## config.mk

```make
export PLATFORM = sky130hd
export DESIGN_NAME = tli4970_responder
export DESIGN_NICKNAME = d
export VERILOG_FILES = /design/src/rtl/tli4970_pkg.sv /design/src/rtl/sync_edge.sv /design/src/rtl/tli4970_responder.sv
export SDC_FILE = /design/constraint.sdc
export NUM_CORES = 1
export LEC_CHECK = 0
export CAP_MARGIN = 20
export CORE_UTILIZATION = 30
export CTS_BUF_LIST = sky130_fd_sc_hd__clkbuf_4
export DETAILED_ROUTE_END_ITERATION = 12
export GPL_ROUTABILITY_DRIVEN = 0
export GPL_TIMING_DRIVEN = 1
export SLEW_MARGIN = 0
export SYNTH_ARGS = -nofsm -noshare
export SYNTH_HDL_FRONTEND = slang
export SYNTH_HIERARCHICAL = 1
export SYNTH_SLANG_ARGS = --single-unit
```

## constraint.sdc

```tcl
create_clock -name CLK -period 4.4 [get_ports CLK]
set_input_delay 1.1 -clock CLK [delete_from_list [all_inputs] [get_ports CLK]]
set_output_delay 1.1 -clock CLK [all_outputs]
set_load 0.02 [all_outputs]
```

## src/rtl/tli4970_pkg.sv

```systemverilog
// Shared definitions for the TLI4970 SPI responder: frame layout, FSM
// encoding and the frame builder used at snapshot time.
package tli4970_pkg;

    localparam int FRAME_LEN  = 16;
    localparam int PAYLOAD_W  = 13;
    localparam int BIT_TYPE   = 15;
    localparam int BIT_PARITY = 14;
    localparam int BIT_OCD    = 13;

    localparam int                CNT_W    = $clog2(FRAME_LEN);
    localparam logic [CNT_W-1:0]  LAST_BIT = CNT_W'(FRAME_LEN - 1);

    typedef enum logic [1:0] {
        ST_IDLE  = 2'd0,
        ST_SHIFT = 2'd1,
        ST_DRAIN = 2'd2
    } state_e;

    // Parity is computed with the parity slot still zero, so writing the
    // XOR back into it makes the XOR over all 16 bits equal zero.
    function automatic logic [FRAME_LEN-1:0] build_frame(
        input logic                 is_status,
        input logic                 ocd,
        input logic [PAYLOAD_W-1:0] payload
    );
        logic [FRAME_LEN-1:0] f;
        f                  = '0;
        f[BIT_TYPE]        = is_status;
        f[BIT_OCD]         = ocd & ~is_status;
        f[PAYLOAD_W-1:0]   = payload;
        f[BIT_PARITY]      = ^f;
        return f;
    endfunction

endpackage

```

## src/rtl/sync_edge.sv

```systemverilog
// Multi-flop synchroniser for an asynchronous input with single-cycle
// rise/fall strobes derived from the synchronised copy.
module sync_edge #(
    parameter int   STAGES     = 2,
    parameter logic IDLE_LEVEL = 1'b0
) (
    input  logic CLK,
    input  logic reset,
    input  logic async_i,
    output logic rise_o,
    output logic fall_o
);

    logic [STAGES-1:0] sync_q, sync_d;
    logic              prev_q, prev_d;
    logic [STAGES:0]   armed_q, armed_d;

    // Edges stay masked until the chain has flushed its reset value, so a
    // line already at its active level when reset releases is not an edge.
    always_comb begin
        sync_d  = {sync_q[STAGES-2:0], async_i};
        prev_d  = sync_q[STAGES-1];
        armed_d = {armed_q[STAGES-1:0], 1'b1};
    end

    // NOTE: flops use non-blocking assignment so every one samples pre-edge values.
    always_ff @(posedge CLK) begin
        if (reset) begin
            sync_q  <= {STAGES{IDLE_LEVEL}};
            prev_q  <= IDLE_LEVEL;
            armed_q <= '0;
        end else begin
            sync_q  <= sync_d;
            prev_q  <= prev_d;
            armed_q <= armed_d;
        end
    end

    assign rise_o = armed_q[STAGES] &  sync_q[STAGES-1] & ~prev_q;
    assign fall_o = armed_q[STAGES] & ~sync_q[STAGES-1] &  prev_q;

endmodule

```

## src/rtl/tli4970_responder.sv

```systemverilog
// SPI mode-0 slave emulating the TLI4970 current sensor readout: snapshots a
// current or status frame at CS fall and shifts it out MSB first.
module tli4970_responder
    import tli4970_pkg::*;
#(
    parameter int CURRENT_W   = 13,
    parameter int SYNC_STAGES = 2
) (
    input  logic                 CLK,
    input  logic                 reset,
    input  logic                 spi_sck_i,
    input  logic                 spi_ssel_i,
    output logic                 spi_miso_o,
    output logic                 miso_oe,
    input  logic [CURRENT_W-1:0] current_i,
    input  logic                 ocd_i,
    input  logic                 status_req,
    input  logic [PAYLOAD_W-1:0] status_i,
    output logic                 frame_done,
    output logic                 frame_err,
    output logic [15:0]          frame_count
);

    logic sck_rise, sck_fall, cs_rise, cs_fall;

    sync_edge #(.STAGES(SYNC_STAGES), .IDLE_LEVEL(1'b0)) u_sck_sync (
        .CLK(CLK), .reset(reset), .async_i(spi_sck_i),
        .rise_o(sck_rise), .fall_o(sck_fall)
    );

    sync_edge #(.STAGES(SYNC_STAGES), .IDLE_LEVEL(1'b1)) u_cs_sync (
        .CLK(CLK), .reset(reset), .async_i(spi_ssel_i),
        .rise_o(cs_rise), .fall_o(cs_fall)
    );

    logic [PAYLOAD_W-1:0] cur_payload;
    logic [FRAME_LEN-1:0] snapshot;

    if (CURRENT_W >= PAYLOAD_W) begin : g_trunc
        assign cur_payload = current_i[PAYLOAD_W-1:0];
    end else begin : g_sext
        assign cur_payload = {{(PAYLOAD_W-CURRENT_W){current_i[CURRENT_W-1]}}, current_i};
    end

    assign snapshot = build_frame(status_req, ocd_i, status_req ? status_i : cur_payload);

    state_e               state_q, state_d;
    logic [FRAME_LEN-1:0] shreg_q, shreg_d;
    logic [CNT_W-1:0]     bit_cnt_q, bit_cnt_d;
    logic                 miso_q, miso_d;
    logic                 oe_q, oe_d;
    logic                 done_q, done_d;
    logic                 err_q, err_d;
    logic [15:0]          frame_count_q, frame_count_d;

    always_comb begin
        // NOTE: every signal gets a default first so no path can infer a latch.
        state_d       = state_q;
        shreg_d       = shreg_q;
        bit_cnt_d     = bit_cnt_q;
        miso_d        = miso_q;
        oe_d          = oe_q;
        done_d        = 1'b0;
        err_d         = 1'b0;
        frame_count_d = frame_count_q;

        unique case (state_q)
            ST_IDLE: begin
                miso_d = 1'b0;
                oe_d   = 1'b0;
                if (cs_fall) begin
                    shreg_d   = snapshot;
                    bit_cnt_d = '0;
                    miso_d    = snapshot[FRAME_LEN-1];
                    oe_d      = 1'b1;
                    state_d   = ST_SHIFT;
                end
            end
            ST_SHIFT: begin
                // A CS rise in the same sample as the last SCK rise still completes the frame.
                if (sck_rise && bit_cnt_q == LAST_BIT) begin
                    done_d        = 1'b1;
                    frame_count_d = frame_count_q + 16'd1;
                    state_d       = cs_rise ? ST_IDLE : ST_DRAIN;
                    if (cs_rise) begin
                        oe_d   = 1'b0;
                        miso_d = 1'b0;
                    end
                end else if (cs_rise) begin
                    err_d   = 1'b1;
                    oe_d    = 1'b0;
                    miso_d  = 1'b0;
                    state_d = ST_IDLE;
                end else if (sck_rise) begin
                    bit_cnt_d = bit_cnt_q + CNT_W'(1);
                end else if (sck_fall && bit_cnt_q != '0) begin
                    shreg_d = {shreg_q[FRAME_LEN-2:0], 1'b0};
                    miso_d  = shreg_q[FRAME_LEN-2];
                end
            end
            ST_DRAIN: begin
                if (cs_rise) begin
                    oe_d    = 1'b0;
                    miso_d  = 1'b0;
                    state_d = ST_IDLE;
                end else if (sck_rise || sck_fall) begin
                    miso_d = 1'b0;
                end
            end
            default: state_d = ST_IDLE;
        endcase
    end

    always_ff @(posedge CLK) begin
        if (reset) begin
            state_q       <= ST_IDLE;
            shreg_q       <= '0;
            bit_cnt_q     <= '0;
            miso_q        <= 1'b0;
            oe_q          <= 1'b0;
            done_q        <= 1'b0;
            err_q         <= 1'b0;
            frame_count_q <= '0;
        end else begin
            state_q       <= state_d;
            shreg_q       <= shreg_d;
            bit_cnt_q     <= bit_cnt_d;
            miso_q        <= miso_d;
            oe_q          <= oe_d;
            done_q        <= done_d;
            err_q         <= err_d;
            frame_count_q <= frame_count_d;
        end
    end

    assign spi_miso_o  = miso_q;
    assign miso_oe     = oe_q;
    assign frame_done  = done_q;
    assign frame_err   = err_q;
    assign frame_count = frame_count_q;

endmodule

```

## After elaboration in Yosys (flattened, before gate mapping)

Index checks and enable logic that the tools add are counted.

| word-level totals | value |
|---|---|
| bits in registers | 53 |
| bits of input ports | 32 |
| output and inout bits | 20 |
| word-level logic and storage cells | 96 |

| cells by class | value |
|---|---|
| $add $sub $neg | 2 |
| equality and inequality tests | 14 |
| multiplexer cells | 32 |
| bitwise logic cells | 15 |
| reduce and logical (&&, ||, !) cells | 17 |

Operator list:

| kind | number |
|---|---|
| 2-to-1 mux 15 bit | 5 |
| case mux 15 bit (2 select lines) | 1 |
| adder 16 x 1 -> 16 bit, second input constant | 1 |
| 2-to-1 mux 4 bit | 4 |
| XOR reduction 16 bit | 1 |
| 2-to-1 mux 1 bit | 13 |
| 2-to-1 mux 13 bit | 1 |
| inequality test 2 bit, second input constant | 6 |
| inequality test 3 bit, second input constant | 4 |
| AND reduction 5 bit | 2 |
| AND 1 bit | 9 |
| 2-to-1 mux 2 bit | 4 |
| case mux 4 bit (2 select lines) | 1 |
| NOT 1 bit | 6 |
| case mux 2 bit (3 select lines) | 1 |
| AND reduction 6 bit | 1 |
| adder 4 x 1 -> 4 bit, second input constant | 1 |
| equality test 4 bit, second input constant | 1 |
| AND reduction 2 bit | 2 |
| nonzero test 2 bit | 2 |
| nonzero test 4 bit | 1 |
| OR reduction 2 bit | 2 |
| case mux 1 bit (3 select lines) | 1 |
| nonzero test 3 bit | 1 |
| other kinds (8) | 9 |

## Logic depth before layout (Yosys ltp)

| depth | value |
|---|---|
| word-level depth | 9 |
| depth in mapped cells | 8 |
| depth with buffers taken out | 7 |

## Hierarchy

Netlist, hierarchy kept.

By module, submodules not included:

| module | instances | cells an instance | area an instance (µm²) | seq. area each (µm²) |
|---|---|---|---|---|
| tli4970_responder | 1 | 272 | 2356.0 | 820.8 |
| sync_edge | 2 | 14 | 172.7 | 120.1 |

## Worst setup path after synthesis

Ideal clock, no wire load.

| path | value |
|---|---|
| path kind | input to register |
| start | input status_req |
| end | register shreg_q[14] |
| library setup time | 103 ps |
| arrival | 2407 ps |
| data required time | 4297 ps |
| path slack | 1890 ps |
| stages on the path | 5 |
| buffers on the path | 1 |
| cell sequence | buf_6 > mux2i_1 > xnor3_1 > xnor3_1 > a2111oi_2 |

| on the way | value |
|---|---|
| cells in the longest elaborated chain, start to end | 5 |
| elaborated cells on any way between the ends | 6 |
| classes of those cells | mux: 3; bitwise: 2; reduce/logical: 1 |

RTL lines:

| element | line | source |
|---|---|---|
| start, declared | tli4970_responder.sv:17 | `input logic status_req,` |
| NOT 1 bit | tli4970_pkg.sv:30 | `f[BIT_OCD] = ocd & ~is_status;` |
| AND 1 bit | tli4970_pkg.sv:30 |  |
| XOR reduction 16 bit (*) | tli4970_pkg.sv:32 | `f[BIT_PARITY] = ^f;` |
| 2-to-1 mux 15 bit (*) | tli4970_responder.sv:71 | `if (cs_fall) begin` |
| case mux 15 bit (2 select lines) (*) | tli4970_responder.sv:67 | `unique case (state_q)` |
| end signal, assigned | tli4970_responder.sv:126 | `shreg_q <= shreg_d;` |
| end, declared | tli4970_responder.sv:48 | `logic [FRAME_LEN-1:0] shreg_q, shreg_d;` |

Mark *: on every way between the ends. The rest lies on a longest branch, timed or not. The select of a mux whose other input is x is not followed.
A chain may end at the register's enable or synchronous reset.

## Final worst setup path

Ends and elaborated chain as after synthesis.

==> flow_summary.json <==
{
  "drt_iter0_drc": 80,
  "cts.sinks": 53,
  "synth_edf_count": 0,
  "seq_area_mm2": 0.00106,
  "post-route-util": 0.390,
  "synth_top_area_share": 0.393,
  "cp-end-kind": "flop",
  "setup_violations": 0,
  "grt-ovfl-total": 0,
  "rsz0062_at_grt": "false",
  "yosysMostFrequentCell": "dfxtp_1",
  "die_w_um": 96.9,
  "io_buffer_count": 51,
  "postSynthAreaPerCell_um2": 9.00,
  "grt_pass1_vias": 2073,
  "dpl.hpwl_mm": 4.25,
  "synth_ff_type": "dfxtp_1",
  "synth_seq_area_share": 0.393,
  "grt_pass1_wl_mm": 9.85,
  "drc": 0,
  "initial_core_util": 0.310,
  "async_reset_ff_frac": 0,
  "period_share": 0.680,
  "antenna_found_initial": 0,
  "finalSetupTns_ns": 0,
  "ctsResizeCount": 0,
  "hold_class": "flop to flop",
  "numCtsBuffers": 5,
  "drtPass1Iterations": 4,
  "drive_gt1_frac": 0.0511,
  "finalClockSkew_ns": 0.00862,
  "post_cts.repair.setup_buffers": 0,
  "multi_input_area_mm2": 0.00156,
  "num-fill-cells": 869,
  "cts_buffer_depth": 2,
  "switching_share": 0.220,
  "drtAntennaViolNets": 0,
  "fin_area_mm2": 0.00340,
  "crit_type": "primary input to flop",
  "worstPathRequired_ns": 4.67,
  "tightest_slew_ns": 0.840,
  "p_clk_frac": 0.306,
  "hold_buffers": 0,
  "syn_area_mm2": 0.00270,
  "clk_latency_ns": 0.36,
  "cts-root-buf": "clkbuf_4",
  "power.leakage_nw": 1.35,
  "combPwrFrac": 0.136,
  "die_h_um": 96.9,
  "yosys_warnings": 6,
  "layout_min_cycle_time_ns": 2.99,
  "critPathLaunch": "status_req",
  "power.switching_mw": 0.192,
  "yosysTopAreaCell": "dfxtp_1",
  "slew_headroom": 0.438,
  "syn_nets": 339,
  "syn_inst": 300,
  "nets": 390,
  "dieArea_mm2": 0.00939,
  "num_vias": 2174,
  "status": "complete, no violations",
  "layout_setup_ws_ns": 1.41,
  "grt_max_degree": 25,
  "cts_tree": "yes",
  "drv_cap": 0,
  "clock.fmax_ghz": 0.334,
  "p_int_mw": 0.683,
  "htreeDepth": 2,
  "antenna_cells": 0,
  "ys_seq_elements": 53,
  "peakVddDrop_v": 0.000128,
  "core_area_mm2": 0.00872,
  "critPathLaunchType": "primary input",
  "io_pins": 52,
  "clkTransAtPathRegs_ns": 0.13,
  "synth_area_leaders": "dfxtp_1, mux2i_1, nor2_1",
  "worst-path-max-fanout": 13,
  "yosys.cell_types.count": 43,
  "reg2reg_from": "state_q[0]$_SDFFE_PP0N_",
  "grt_util_all_layers": 0.126,
  "p_seq_frac": 0.559,
  "drv_slew": 0,
  "worstPathArrival_ns": 3.26,
  "place_area_mm2": 0.00332,
  "dp_slack_ns": 0.989,
  "worstHoldStart": "u_cs_sync/sync_q[0]$_SDFF_PP1_",
  "rows": 34,
  "p_per_area_mw_per_mm2": 257,
  "wire_per_inst_um": 12.5,
  "synthTopCellsByCount": "dfxtp_1, nor2_1, mux2i_1",
  "hold_viol_final": 0,
  "vias_per_cell": 4.73,
  "wirelength_mm": 5.75,
  "syn2layout_area_growth_pct": 25.9
}
metrics by stage:
stage | hold WS [ns] | power, mW | cells
finish | 0.420 | 0.875 | 460
global route | 0.436 | 0.922 | 460
CTS | 0.422 | 0.890 | 460
detailed placement | 0.388 | 0.619 | 452
global placement | 0.391 | 0.618 | 452
floorplan | 0.383 | 0.573 | 300
final cells by class:
cell class	instances	share of cell area
clock inverter	2	0.00993
inverter	8	0.00883
multi-input combinational	228	0.458
timing repair buffer	55	0.159
clock buffer	6	0.0132
sequential	53	0.312
tap	108	0.0397
cell families after synthesis:
family                     synth area share
and+or+nand+nor                       0.239
DFF                                   0.393
xor gates and xnor gates              0.120
muxes                                 0.119
AOI/OAI and AO/OA                    0.0658
buffers and inverters                0.0310
adders and majority gates            0.0324
path summary, 6_finish.rpt:
kind,to,slack (ns),depth (start not counted)
hold reg to reg,u_cs_sync/sync_q[1]$_SDFF_PP1_,0.42,1
setup reg to reg,frame_count[15]$_SDFFE_PP0P_,2.10,6
setup / recovery,shreg_q[14]$_SDFFE_PP0P_,1.41,7
hold / removal,u_cs_sync/sync_q[1]$_SDFF_PP1_,0.42,1
per-layer routing:
metal  GRT usage  wire length, µm  vias to the layer above
met4      0.0276               34                        0
met2       0.197             2430                       48
met3      0.0311              250                        4
met1       0.175             3040                      994
met5           0                0                        -
li1            -                -                     1128
power by group through the flow:
stage          registers [mW]  logic, mW  clock network [mW]
2_1_floorplan           0.499     0.0740                   0
3_3_place_gp            0.499      0.119                   0
3_5_place_dp            0.499      0.120                   0
4_1_cts                 0.489      0.121               0.281
5_1_grt                 0.490      0.129               0.303
6_report                0.489      0.119               0.267
cells in the final DEF, fill, tap and decap left out, drive strengths merged, types with 2 or more instances in the layout:
cell | synthesis | layout
dfxtp | 53 | 53
clkdlybuf4s50 | 0 | 51
nor2 | 43 | 43
mux2i | 31 | 31
nand2 | 27 | 27
xnor2 | 17 | 17
o21ai | 15 | 15
xor2 | 15 | 15
nor3 | 9 | 9
inv | 8 | 8
a21oi | 8 | 8
nand4 | 7 | 7
ha | 7 | 7
nor2b | 7 | 7
clkbuf | 6 | 6
nand3 | 5 | 5
and3b | 5 | 5
buf | 5 | 4
or2 | 4 | 4
and3 | 3 | 3
nand2b | 3 | 3
and4 | 2 | 2
nand3b | 2 | 2
a22oi | 2 | 2
nor3b | 2 | 2
xnor3 | 2 | 2
or3b | 2 | 2
sequential cells by signal (all words and copies together) (netlist names):
signal and cells:
frame_done 1, u_cs_sync/armed_q 3, spi_miso_o 1, shreg_q 15, u_cs_sync/prev_q 1, frame_err 1, u_sck_sync/sync_q 2, bit_cnt_q 4
frame_count 16, u_cs_sync/sync_q 2, state_q 2, u_sck_sync/armed_q 3, u_sck_sync/prev_q 1, miso_oe 1
critical path, stage by stage:
cell and delay (ns):
clkdlybuf4s50_1 0.72, buf_4 0.31, mux2i_1 0.29, xnor2_1 0.16
xnor2_1 0.15, xnor3_1 0.25, a2111oi_2 0.28
Note: power is estimated with default switching activity, not from simulation.
